[src/rtl/interval_timer_pkg.sv]
// Shared definitions for the interval timer: state encoding and default count width.
package interval_timer_pkg;

    localparam int DEFAULT_WIDTH = 16;

    typedef enum logic [1:0] {
        ST_IDLE  = 2'd0,
        ST_LOAD  = 2'd1,
        ST_RUN   = 2'd2,
        ST_PAUSE = 2'd3
    } timer_state_e;

endpackage

[src/rtl/interval_timer_count.sv]
// Down-counter for the interval timer: clear, load, decrement-when-enabled, hold otherwise.
// Never wraps below zero; zero flag is derived from the registered count.
module interval_timer_count #(
    parameter int width = 16
) (
    input  logic             GlobalClock,
    input  logic             clear_n,
    input  logic             clear,
    input  logic             load,
    input  logic [width-1:0] load_value,
    input  logic             enable,
    input  logic             hold,
    output logic [width-1:0] count,
    output logic             zero
);

    logic [width-1:0] count_r;

    // Count register: clear beats load beats decrement.
    always_ff @(posedge GlobalClock or negedge clear_n) begin
        if (!clear_n) begin
            count_r <= '0;
        end else if (clear) begin
            count_r <= '0;
        end else if (load) begin
            count_r <= load_value;
        end else if (enable && !hold && (count_r != '0)) begin
            count_r <= count_r - width'(1);
        end else begin
            count_r <= count_r;
        end
    end

    assign count = count_r;
    assign zero  = (count_r == '0);

endmodule

[src/rtl/interval_timer_ctrl.sv]
// Interval timer controller: IDLE/LOAD/RUN/PAUSE FSM around a down-counter, sticky irq/overrun.
// Optional prescaler enabled by defining INTERVAL_TIMER_PRESCALER_EN.
module interval_timer_ctrl
    import interval_timer_pkg::*;
#(
    parameter int width    = DEFAULT_WIDTH,
    parameter int PRESCALE = 4
) (
    input  logic             GlobalClock,
    input  logic             clear_n,
    input  logic             ClockEnable,
    input  logic             cfg_wr,
    input  logic [width-1:0] cfg_reload,
    input  logic             cfg_periodic,
    input  logic             start,
    input  logic             stop,
    input  logic             abort,
    input  logic             irq_ack,
    output logic [width-1:0] CountValue,
    output logic             busy,
    output logic             irq,
    output logic             overrun,
    output logic [1:0]       state
);

    timer_state_e     state_r;
    logic             busy_r;
    logic             irq_r;
    logic             overrun_r;
    logic [width-1:0] reload_r;
    logic             periodic_r;

    logic             tick_s;
    logic             cnt_clear_s;
    logic             cnt_load_s;
    logic             cnt_dec_s;
    logic             cnt_hold_s;
    logic             expiry_s;
    logic [width-1:0] count_s;
    logic             zero_s;

`ifdef INTERVAL_TIMER_PRESCALER_EN
    localparam int PW = (PRESCALE > 1) ? $clog2(PRESCALE) : 1;
    logic [PW-1:0] presc_r;

    // Prescaler: advances on ClockEnable only while running, restarts at every load.
    always_ff @(posedge GlobalClock or negedge clear_n) begin
        if (!clear_n) begin
            presc_r <= '0;
        end else if (abort) begin
            presc_r <= presc_r;
        end else if (state_r == ST_LOAD) begin
            presc_r <= '0;
        end else if ((state_r == ST_RUN) && !stop && ClockEnable) begin
            presc_r <= (presc_r == PW'(PRESCALE - 1)) ? '0 : presc_r + PW'(1);
        end else begin
            presc_r <= presc_r;
        end
    end

    assign tick_s = ClockEnable && (presc_r == PW'(PRESCALE - 1));
`else
    assign tick_s = ClockEnable && (PRESCALE >= 1);
`endif

    // Counter control: what the counter does on the coming edge.
    always_comb begin
        cnt_clear_s = 1'b0;
        cnt_load_s  = 1'b0;
        cnt_dec_s   = 1'b0;
        cnt_hold_s  = (state_r != ST_RUN) || stop;
        expiry_s    = 1'b0;
        if (abort) begin
            cnt_clear_s = 1'b1;
        end else begin
            case (state_r)
                ST_LOAD: cnt_load_s = 1'b1;
                ST_RUN: begin
                    if (!stop && tick_s) begin
                        if (zero_s) begin
                            expiry_s   = 1'b1;
                            cnt_load_s = periodic_r;
                        end else begin
                            cnt_dec_s = 1'b1;
                        end
                    end else begin
                        cnt_dec_s = 1'b0;
                    end
                end
                default: cnt_dec_s = 1'b0;
            endcase
        end
    end

    interval_timer_count #(.width(width)) u_count (
        .GlobalClock(GlobalClock),
        .clear_n    (clear_n),
        .clear      (cnt_clear_s),
        .load       (cnt_load_s),
        .load_value (reload_r),
        .enable     (cnt_dec_s),
        .hold       (cnt_hold_s),
        .count      (count_s),
        .zero       (zero_s)
    );

    // Main FSM with registered busy flag; abort overrides every state.
    always_ff @(posedge GlobalClock or negedge clear_n) begin
        if (!clear_n) begin
            state_r <= ST_IDLE;
            busy_r  <= 1'b0;
        end else if (abort) begin
            state_r <= ST_IDLE;
            busy_r  <= 1'b0;
        end else begin
            case (state_r)
                ST_IDLE: begin
                    if (start) begin
                        state_r <= ST_LOAD;
                        busy_r  <= 1'b1;
                    end else begin
                        state_r <= ST_IDLE;
                        busy_r  <= 1'b0;
                    end
                end
                ST_LOAD: begin
                    state_r <= ST_RUN;
                    busy_r  <= 1'b1;
                end
                ST_RUN: begin
                    if (stop) begin
                        state_r <= ST_PAUSE;
                        busy_r  <= 1'b1;
                    end else if (expiry_s && !periodic_r) begin
                        state_r <= ST_IDLE;
                        busy_r  <= 1'b0;
                    end else begin
                        state_r <= ST_RUN;
                        busy_r  <= 1'b1;
                    end
                end
                ST_PAUSE: begin
                    state_r <= start ? ST_RUN : ST_PAUSE;
                    busy_r  <= 1'b1;
                end
                default: begin
                    state_r <= ST_IDLE;
                    busy_r  <= 1'b0;
                end
            endcase
        end
    end

    // Configuration registers; a write is only seen by the next load or reload.
    always_ff @(posedge GlobalClock or negedge clear_n) begin
        if (!clear_n) begin
            reload_r   <= '0;
            periodic_r <= 1'b0;
        end else if (cfg_wr) begin
            reload_r   <= cfg_reload;
            periodic_r <= cfg_periodic;
        end else begin
            reload_r   <= reload_r;
            periodic_r <= periodic_r;
        end
    end

    // Sticky status flags: an expiry set beats a coincident acknowledge.
    always_ff @(posedge GlobalClock or negedge clear_n) begin
        if (!clear_n) begin
            irq_r     <= 1'b0;
            overrun_r <= 1'b0;
        end else if (expiry_s) begin
            irq_r     <= 1'b1;
            overrun_r <= overrun_r | irq_r;
        end else if (irq_ack) begin
            irq_r     <= 1'b0;
            overrun_r <= 1'b0;
        end else begin
            irq_r     <= irq_r;
            overrun_r <= overrun_r;
        end
    end

    assign CountValue = count_s;
    assign busy       = busy_r;
    assign irq        = irq_r;
    assign overrun    = overrun_r;
    assign state      = state_r;

endmodule

[config.mk]
export PLATFORM = sky130hd
export DESIGN_NAME = interval_timer_ctrl
export DESIGN_NICKNAME = d
export VERILOG_FILES = /design/src/rtl/interval_timer_pkg.sv /design/src/rtl/interval_timer_count.sv /design/src/rtl/interval_timer_ctrl.sv
export SDC_FILE = /design/constraint.sdc
export NUM_CORES = 1
export LEC_CHECK = 0
export ABC_AREA = 1
export CORE_AREA = 3 3 71 73
export DETAILED_ROUTE_END_ITERATION = 7
export DIE_AREA = 0 0 74 76
export PLACE_DENSITY = 0.77
export SYNTH_ARGS = -nofsm -noshare
export SYNTH_HDL_FRONTEND = slang
export SYNTH_SLANG_ARGS = --single-unit
[constraint.sdc]
create_clock -name GlobalClock -period 2.16 [get_ports GlobalClock]
set_input_delay 0.432 -clock GlobalClock [delete_from_list [all_inputs] [get_ports GlobalClock]]
set_output_delay 0.432 -clock GlobalClock [all_outputs]
set_load 0.05 [all_outputs]
==> load_flow_metrics.sql, run 1 <==
INSERT INTO impl_metrics (metric_group, metric, value, unit) VALUES
('floorplan', 'io_pins', '46', ''),
('power', 'power.leakage', '1.45', 'nW'),
('floorplan', 'initial_utilization', '52.0', '%'),
('floorplan', 'dieWidth', '74', 'um'),
('synthesis', 'synthDistinctLibCells', '28', ''),
('worst_hold_path', 'hold_class', 'in2async', ''),
('sta', 'min_cycle_time_layout', '2070', 'ps'),
('synthesis', 'synth_cells', '269', ''),
('final_layout', 'finish.utilization', '66.8', '%'),
('global_route', 'globalRoute.totalOverflow', '0', ''),
('sta', 'final.setup_skew', '7.79', 'ps'),
('sta', 'grt_setup_unrepaired', 'no', ''),
('power', 'intPower', '1.94', 'mW'),
('synthesis', 'fraction_of_synthesis_flops_using_an_asynchronous_set_or_reset_pin', '100', '%'),
('power', 'swShare', '41.3', '%'),
('synthesis', 'avgSynthCellArea', '8.53', 'um2'),
('synthesis', 'syn_nets', '300', ''),
('routing', 'detail-route-antenna-nets', '0', ''),
('routing', 'detail_route.drc_violations', '0', ''),
('final_layout', 'n_antenna_cell', '0', ''),
('sta', 'timing.final.hold_violations', '0', ''),
('clock_network', 'cts_buffers', '5', ''),
('worst_setup_path', 'worstSetupStartpointType', 'register', ''),
('worst_setup_path', 'crit_path_max_incr_delay', '860', 'ps'),
('placed_design', 'dpl_cell_area', '2790', 'um2'),
('floorplan', 'die_h', '76', 'um'),
('global_route', 'grt_start_max_net_pins', '39', ''),
('power', 'power.ir.vdd_worst', '522', 'uV'),
('clock_network', 'cts.root.buffer_cell', 'sky130_fd_sc_hd__clkbuf_8', ''),
('floorplan', 'cell_rows', '24', ''),
('sta', 'final_max_slew_viol_count', '0', ''),
('floorplan', 'floorplan_die_area', '5620', 'um2'),
('worst_setup_path', 'path_max_fanout', '5', ''),
('worst_setup_path', 'criticalPathCategory', 'reg2out', ''),
('final_layout', 'flow.area_growth_from_synthesis', '28.5', '%'),
('global_route', 'grt_pass1_vias', '1891', ''),
('synthesis', 'yosys_warns', '0', ''),
('clock_network', 'clk_pin_slew', '80', 'ps'),
('global_route', 'antenna_violations_before_repair', '0', ''),
('synthesis', 'syn-cell-area', '2290', 'um2'),
('routing', 'drt_iter0_drc', '109', ''),
('worst_setup_path', 'timing.critical_path.arrival', '1630', 'ps'),
('sta', 'setup_total_negative_slack', '0', 'ps'),
('sta', 'timing.max_slew.rel_slack', '44.6', '%'),
('run_status', 'status', 'finished clean', ''),
('placed_design', 'numPortBuffers', '45', ''),
('global_route', 'gr-usage-all-layers', '20.3', '%'),
('clock_network', 'post-cts-setup-buffer-count', '0', ''),
('routing', 'drt_wl_total', '5.24', 'mm'),
('synthesis', 'seq_area_frac_synth', '41.4', '%'),
('power', 'power_density', '1120', 'nW/um2'),
('sta', 'clock.fmax', '0.484', 'GHz'),
('clock_network', 'hold_buffers_post_cts', '0', ''),
('power', 'clockPowerShare', '22.6', '%'),
('sta', 'final_min_period_over_clock_period', '95.7', '%'),
('job', 'drv_cap', '0', ''),
('worst_setup_path', 'end_kind', 'output port', ''),
('final_layout', 'number_of_nets_in_the_finished_design', '347', ''),
('routing', 'avgViaCountPerCell', '5.35', ''),
('routing', 'via_count', '1974', ''),
('synthesis', 'synth.ff_latch_count', '38', ''),
('sta', 'transition_at_the_pin_with_the_smallest_max_transition_slack', '831', 'ps'),
('final_layout', 'final.fill_count', '379', ''),
('power', 'pwr-share-seq', '27.9', '%'),
('worst_setup_path', 'worstPathCellList', 'clkdlybuf4s50_1', ''),
('final_layout', 'mostFrequentLayoutCell', 'sky130_fd_sc_hd__nand2_1', ''),
('final_layout', 'layout_cells_sized_above_1', '16.1', '%'),
('floorplan', 'core_area', '4410', 'um2'),
('synthesis', 'synthTopCellsByArea', 'sky130_fd_sc_hd__dfrtp_1 (41%), sky130_fd_sc_hd__nand2_1 (13%), sky130_fd_sc_hd__nand4_1 (9.8%)', ''),
('synthesis', 'synth-edff-count', '0', ''),
('power', 'switchingPower', '1.36', 'mW');
-- layout make-up --
type	count	area [um2]	share of cell area, %
Clock buffer	6	82.6	2.80
Clock inverter	2	60.1	2.04
Inverter	17	63.8	2.16
Multi-Input combinational cell	200	1210	41.0
Sequential cell	38	951	32.3
Tap cell	52	65.1	2.21
Timing Repair Buffer	54	517	17.5
-- metrics by stage --
step / cells / hold slack (ps) / power, mW / setup slack (ps)
floorplan: 269 / 136 / 2.14 / 97.3
global placement: 361 / 490 / 2.52 / 152
detailed placement: 361 / 499 / 2.55 / 120
CTS: 369 / 259 / 3.30 / 81.1
global route: 369 / 305 / 3.56 / 25.4
finish: 369 / 234 / 3.30 / 93.9
-- synth_stat cells, types with 2 or more instances --
cell type,number
sky130_fd_sc_hd__nand2_1,81
sky130_fd_sc_hd__dfrtp_1,38
sky130_fd_sc_hd__nand4_1,36
sky130_fd_sc_hd__inv_1,17
sky130_fd_sc_hd__mux2_2,17
sky130_fd_sc_hd__nor2_1,16
sky130_fd_sc_hd__xor2_1,9
sky130_fd_sc_hd__nand3_1,7
sky130_fd_sc_hd__ha_1,6
sky130_fd_sc_hd__buf_2,5
sky130_fd_sc_hd__xnor2_1,5
sky130_fd_sc_hd__clkbuf_1,4
sky130_fd_sc_hd__nor2_2,3
sky130_fd_sc_hd__nor2_4,3
sky130_fd_sc_hd__nor3_1,3
sky130_fd_sc_hd__a21oi_1,2
sky130_fd_sc_hd__buf_4,2
sky130_fd_sc_hd__buf_6,2
sky130_fd_sc_hd__nand2_2,2
sky130_fd_sc_hd__nand2_4,2
sky130_fd_sc_hd__nand3b_1,2
-- state kept, by name, summed over array words and instances, names as in the netlist --
signal	flops
irq	1
periodic_r	1
overrun	1
reload_r	16
u_count.count	16
state	2
busy	1
-- power groups by stage --
stage	logic (mW)	clock network, mW	registers [mW]
after global placement	1.59	0	0.929
after detailed placement	1.61	0	0.932
after CTS	1.63	0.757	0.917
after global routing	1.83	0.791	0.937
after floorplan	1.01	0	1.14
final	1.64	0.746	0.921
-- logic make-up (layout without fill, tap and decap cells) --
kind of cell	after synthesis	count (layout)	share of synthesized area, %
and+or+nand+nor	158	158	33.6
DFF	38	38	41.4
buffers and inverters	31	79	6.32
muxes	17	17	8.34
xor gates and xnor gates	14	14	5.34
adders and majority gates	6	6	3.27
AOI/OAI and AO/OA	5	5	1.69
-- path summary, 6_finish.rpt --
path | startpoint | endpoint | slack [ps] | depth (start not counted)
setup / recovery | u_count.count[13]$_DFFE_PN0P_ | CountValue[13] | 90 | 1
hold / removal | clear_n | u_count.count[4]$_DFFE_PN0P_ | 230 | 1
setup reg to reg | u_count.count[0]$_DFFE_PN0P_ | u_count.count[0]$_DFFE_PN0P_ | 210 | 14
hold reg to reg | reload_r[5]$_DFFE_PN0P_ | reload_r[5]$_DFFE_PN0P_ | 510 | 1
max in group asynchronous | clear_n | u_count.count[5]$_DFFE_PN0P_ | 1400 | 1
min in group GlobalClock | reload_r[5]$_DFFE_PN0P_ | reload_r[5]$_DFFE_PN0P_ | 510 | 1
-- layer usage --
layer / vias to the layer above / GRT usage (%) / share of wire [%]
met4: 0 / 6.88 / 1.5
met5: - / 0 / 0
met3: 10 / 3.96 / 5.3
met1: 907 / 29.2 / 46
li1: 993 / - / -
met2: 64 / 30.4 / 47
Power figures use the tool's default switching activity.
==> run 2: changes to the inputs <==
clock period = 2.1 ns   (was 2.16 ns; I/O delays follow)
==> load_flow_metrics.sql, run 2 (synthesized netlist as in run 1, its figures left out) <==
INSERT INTO impl_metrics (metric_group, metric, value, unit) VALUES
('global_route', 'grt_pass1_wl', '8.87', 'mm'),
('routing', 'drt_wl_total', '5.15', 'mm'),
('floorplan', 'cell_rows', '24', ''),
('power', 'swShare', '41.3', '%'),
('power', 'power.share.combinational', '49.6', '%'),
('final_layout', 'layout_cells_sized_above_1', '16.0', '%'),
('sta', 'final.setup_skew', '5.79', 'ps'),
('floorplan', 'core_area', '4410', 'um2'),
('final_layout', 'final.fill_count', '364', ''),
('sta', 'final.setup.worst_slack', '48.4', 'ps'),
('worst_hold_path', 'hold_class', 'in2async', ''),
('sta', 'timing.max_slew.rel_slack', '44.6', '%'),
('floorplan', 'floorplan_die_area', '5620', 'um2'),
('routing', 'via_count', '1995', ''),
('routing', 'drtPass1Iterations', '4', ''),
('worst_setup_path', 'cp.required', '1680', 'ps'),
('power', 'power_density', '1150', 'nW/um2'),
('power', 'switchingPower', '1.41', 'mW'),
('worst_setup_path', 'worstSetupStartpoint', 'u_count.count[6]$_DFFE_PN0P_', ''),
('global_route', 'grt_start_max_net_pins', '39', ''),
('sta', 'timing.final.hold_violations', '0', ''),
('global_route', 'grt_pass1_vias', '1934', ''),
('floorplan', 'dieWidth', '74', 'um'),
('worst_setup_path', 'worstPathCellList', 'clkdlybuf4s50_1', ''),
('clock_network', 'post-cts-setup-buffer-count', '0', ''),
('placed_design', 'numPortBuffers', '45', ''),
('clock_network', 'clk_pin_slew', '80', 'ps'),
('worst_setup_path', 'timing.critical_path.arrival', '1630', 'ps'),
('floorplan', 'die_h', '76', 'um'),
('placed_design', 'place.gp.congestion', '0.891', ''),
('clock_network', 'tritoncts', 'done', ''),
('worst_setup_path', 'worstSetupStartpointType', 'register', ''),
('routing', 'detail_route.wl_per_cell', '13.9', 'um'),
('routing', 'detail_route.drc_violations', '0', ''),
('sta', 'setup_total_negative_slack', '0', 'ps'),
('sta', 'grt_setup_unrepaired', 'no', ''),
('routing', 'detail-route-antenna-nets', '0', ''),
('clock_network', 'cts.htree.levels', '2', ''),
('worst_setup_path', 'category_of_cells_accounting_for_the_largest_share_of_critical_path_delay', 'buffers and inverters', ''),
('floorplan', 'initial_utilization', '52.0', '%'),
('sta', 'final.hold.worst_slack', '216', 'ps'),
('run_status', 'status', 'finished clean', ''),
('global_route', 'gr-usage-all-layers', '19.9', '%'),
('clock_network', 'cts_sinks', '38', ''),
('worst_setup_path', 'criticalPathCategory', 'reg2out', ''),
('final_layout', 'final-instance-count-excl-fill', '370', ''),
('floorplan', 'io_pins', '46', ''),
('sta', 'final_min_period_over_clock_period', '97.7', '%'),
('placed_design', 'hpwl', '3.88', 'mm'),
('final_layout', 'finish.utilization', '67.2', '%'),
('power', 'power.ir.vdd_worst', '525', 'uV'),
('worst_setup_path', 'regToRegStartpoint', 'u_count.count[0]$_DFFE_PN0P_', ''),
('final_layout', 'layout_common_cells', 'sky130_fd_sc_hd__nand2_1 (81), sky130_fd_sc_hd__clkdlybuf4s50_1 (41), sky130_fd_sc_hd__dfrtp_1 (38)', ''),
('worst_setup_path', 'reg2reg_slack', '230', 'ps'),
('clock_network', 'cts_buffers', '5', ''),
('final_layout', 'flow.area_growth_from_synthesis', '29.3', '%'),
('power', 'intPower', '2.00', 'mW'),
('final_layout', 'mostFrequentLayoutCell', 'sky130_fd_sc_hd__nand2_1', ''),
('global_route', 'globalRoute.totalOverflow', '0', ''),
('final_layout', 'n_antenna_cell', '0', ''),
('routing', 'drt_iter0_drc', '103', ''),
('routing', 'avgViaCountPerCell', '5.39', ''),
('placed_design', 'numPlacedInstances', '362', ''),
('job', 'drv_cap', '0', ''),
('final_layout', 'stdcell_area', '2970', 'um2'),
('clock_network', 'cts.root.buffer_cell', 'sky130_fd_sc_hd__clkbuf_8', ''),
('sta', 'transition_at_the_pin_with_the_smallest_max_transition_slack', '831', 'ps'),
('clock_network', 'ctsLongestPathBuffers', '2', ''),
('worst_setup_path', 'critical-path-slowest-cell', 'sky130_fd_sc_hd__clkdlybuf4s50_1', ''),
('worst_setup_path', 'path_max_fanout', '6', ''),
('placed_design', 'dpl_cell_area', '2810', 'um2'),
('power', 'pwr-share-seq', '27.8', '%'),
('sta', 'clock.fmax', '0.487', 'GHz'),
('power', 'clockPowerShare', '22.7', '%'),
('placed_design', 'placement.setup.worst_slack', '102', 'ps'),
('clock_network', 'later_pin_clock_latency_in_the_skew_report', '290', 'ps'),
('worst_setup_path', 'end_kind', 'output port', ''),
('sta', 'timing.final.setup_violations', '0', ''),
('sta', 'min_cycle_time_layout', '2050', 'ps'),
('global_route', 'antenna_violations_before_repair', '0', ''),
('power', 'finalPower', '3.41', 'mW'),
('power', 'power.leakage', '1.50', 'nW'),
('worst_setup_path', 'crit_path_max_incr_delay', '860', 'ps'),
('worst_setup_path', 'critical_path.n_buffers_inverters', '1', ''),
('sta', 'final_max_slew_viol_count', '0', ''),
('final_layout', 'number_of_nets_in_the_finished_design', '348', '');
## run 2: cell type report
cell class              instances  area [um2]  area share [%]
clock buffers                   6        82.6            2.78
clock inverters                 2        60.1            2.02
inverters                      17        63.8            2.15
multi-input cells             200        1210            40.6
flip-flops and latches         38         951            32.0
well taps                      52        65.1            2.19
repair buffers                 55         539            18.2
## run 2: final timing paths
kind	end	cells after the start
setup reg to reg	u_count.count[12]$_DFFE_PN0P_	13
min in group GlobalClock	irq$_DFFE_PN0P_	2
hold / removal	u_count.count[10]$_DFFE_PN0P_	1
setup / recovery	CountValue[6]	1
hold reg to reg	irq$_DFFE_PN0P_	2
max in group asynchronous	periodic_r$_DFFE_PN0P_	1
## run 2: what timing repair did
action	in CTS	in global routing
setup endpoints to repair	0	16
resized for setup	0	5
hold buffers	0	0
## run 2: power by group through the flow
stage / Clock, mW / Sequential, mW / Combinational (mW)
floorplan: 0 / 1.17 / 1.04
global placement: 0 / 0.955 / 1.64
detailed placement: 0 / 0.960 / 1.67
CTS: 0.779 / 0.945 / 1.68
global route: 0.810 / 0.965 / 1.90
finish: 0.771 / 0.946 / 1.69
## run 2: per-layer routing
metal  share of wire [%]  vias up  routed length, um  GRT usage [%]
li1                    -      996                  -              -
met4                0.85        0                 44           5.98
met1                  45      928               2340           28.1
met2                  47       66               2400           30.0
met5                   0        -                  0              0
met3                 7.2        5                370           4.62
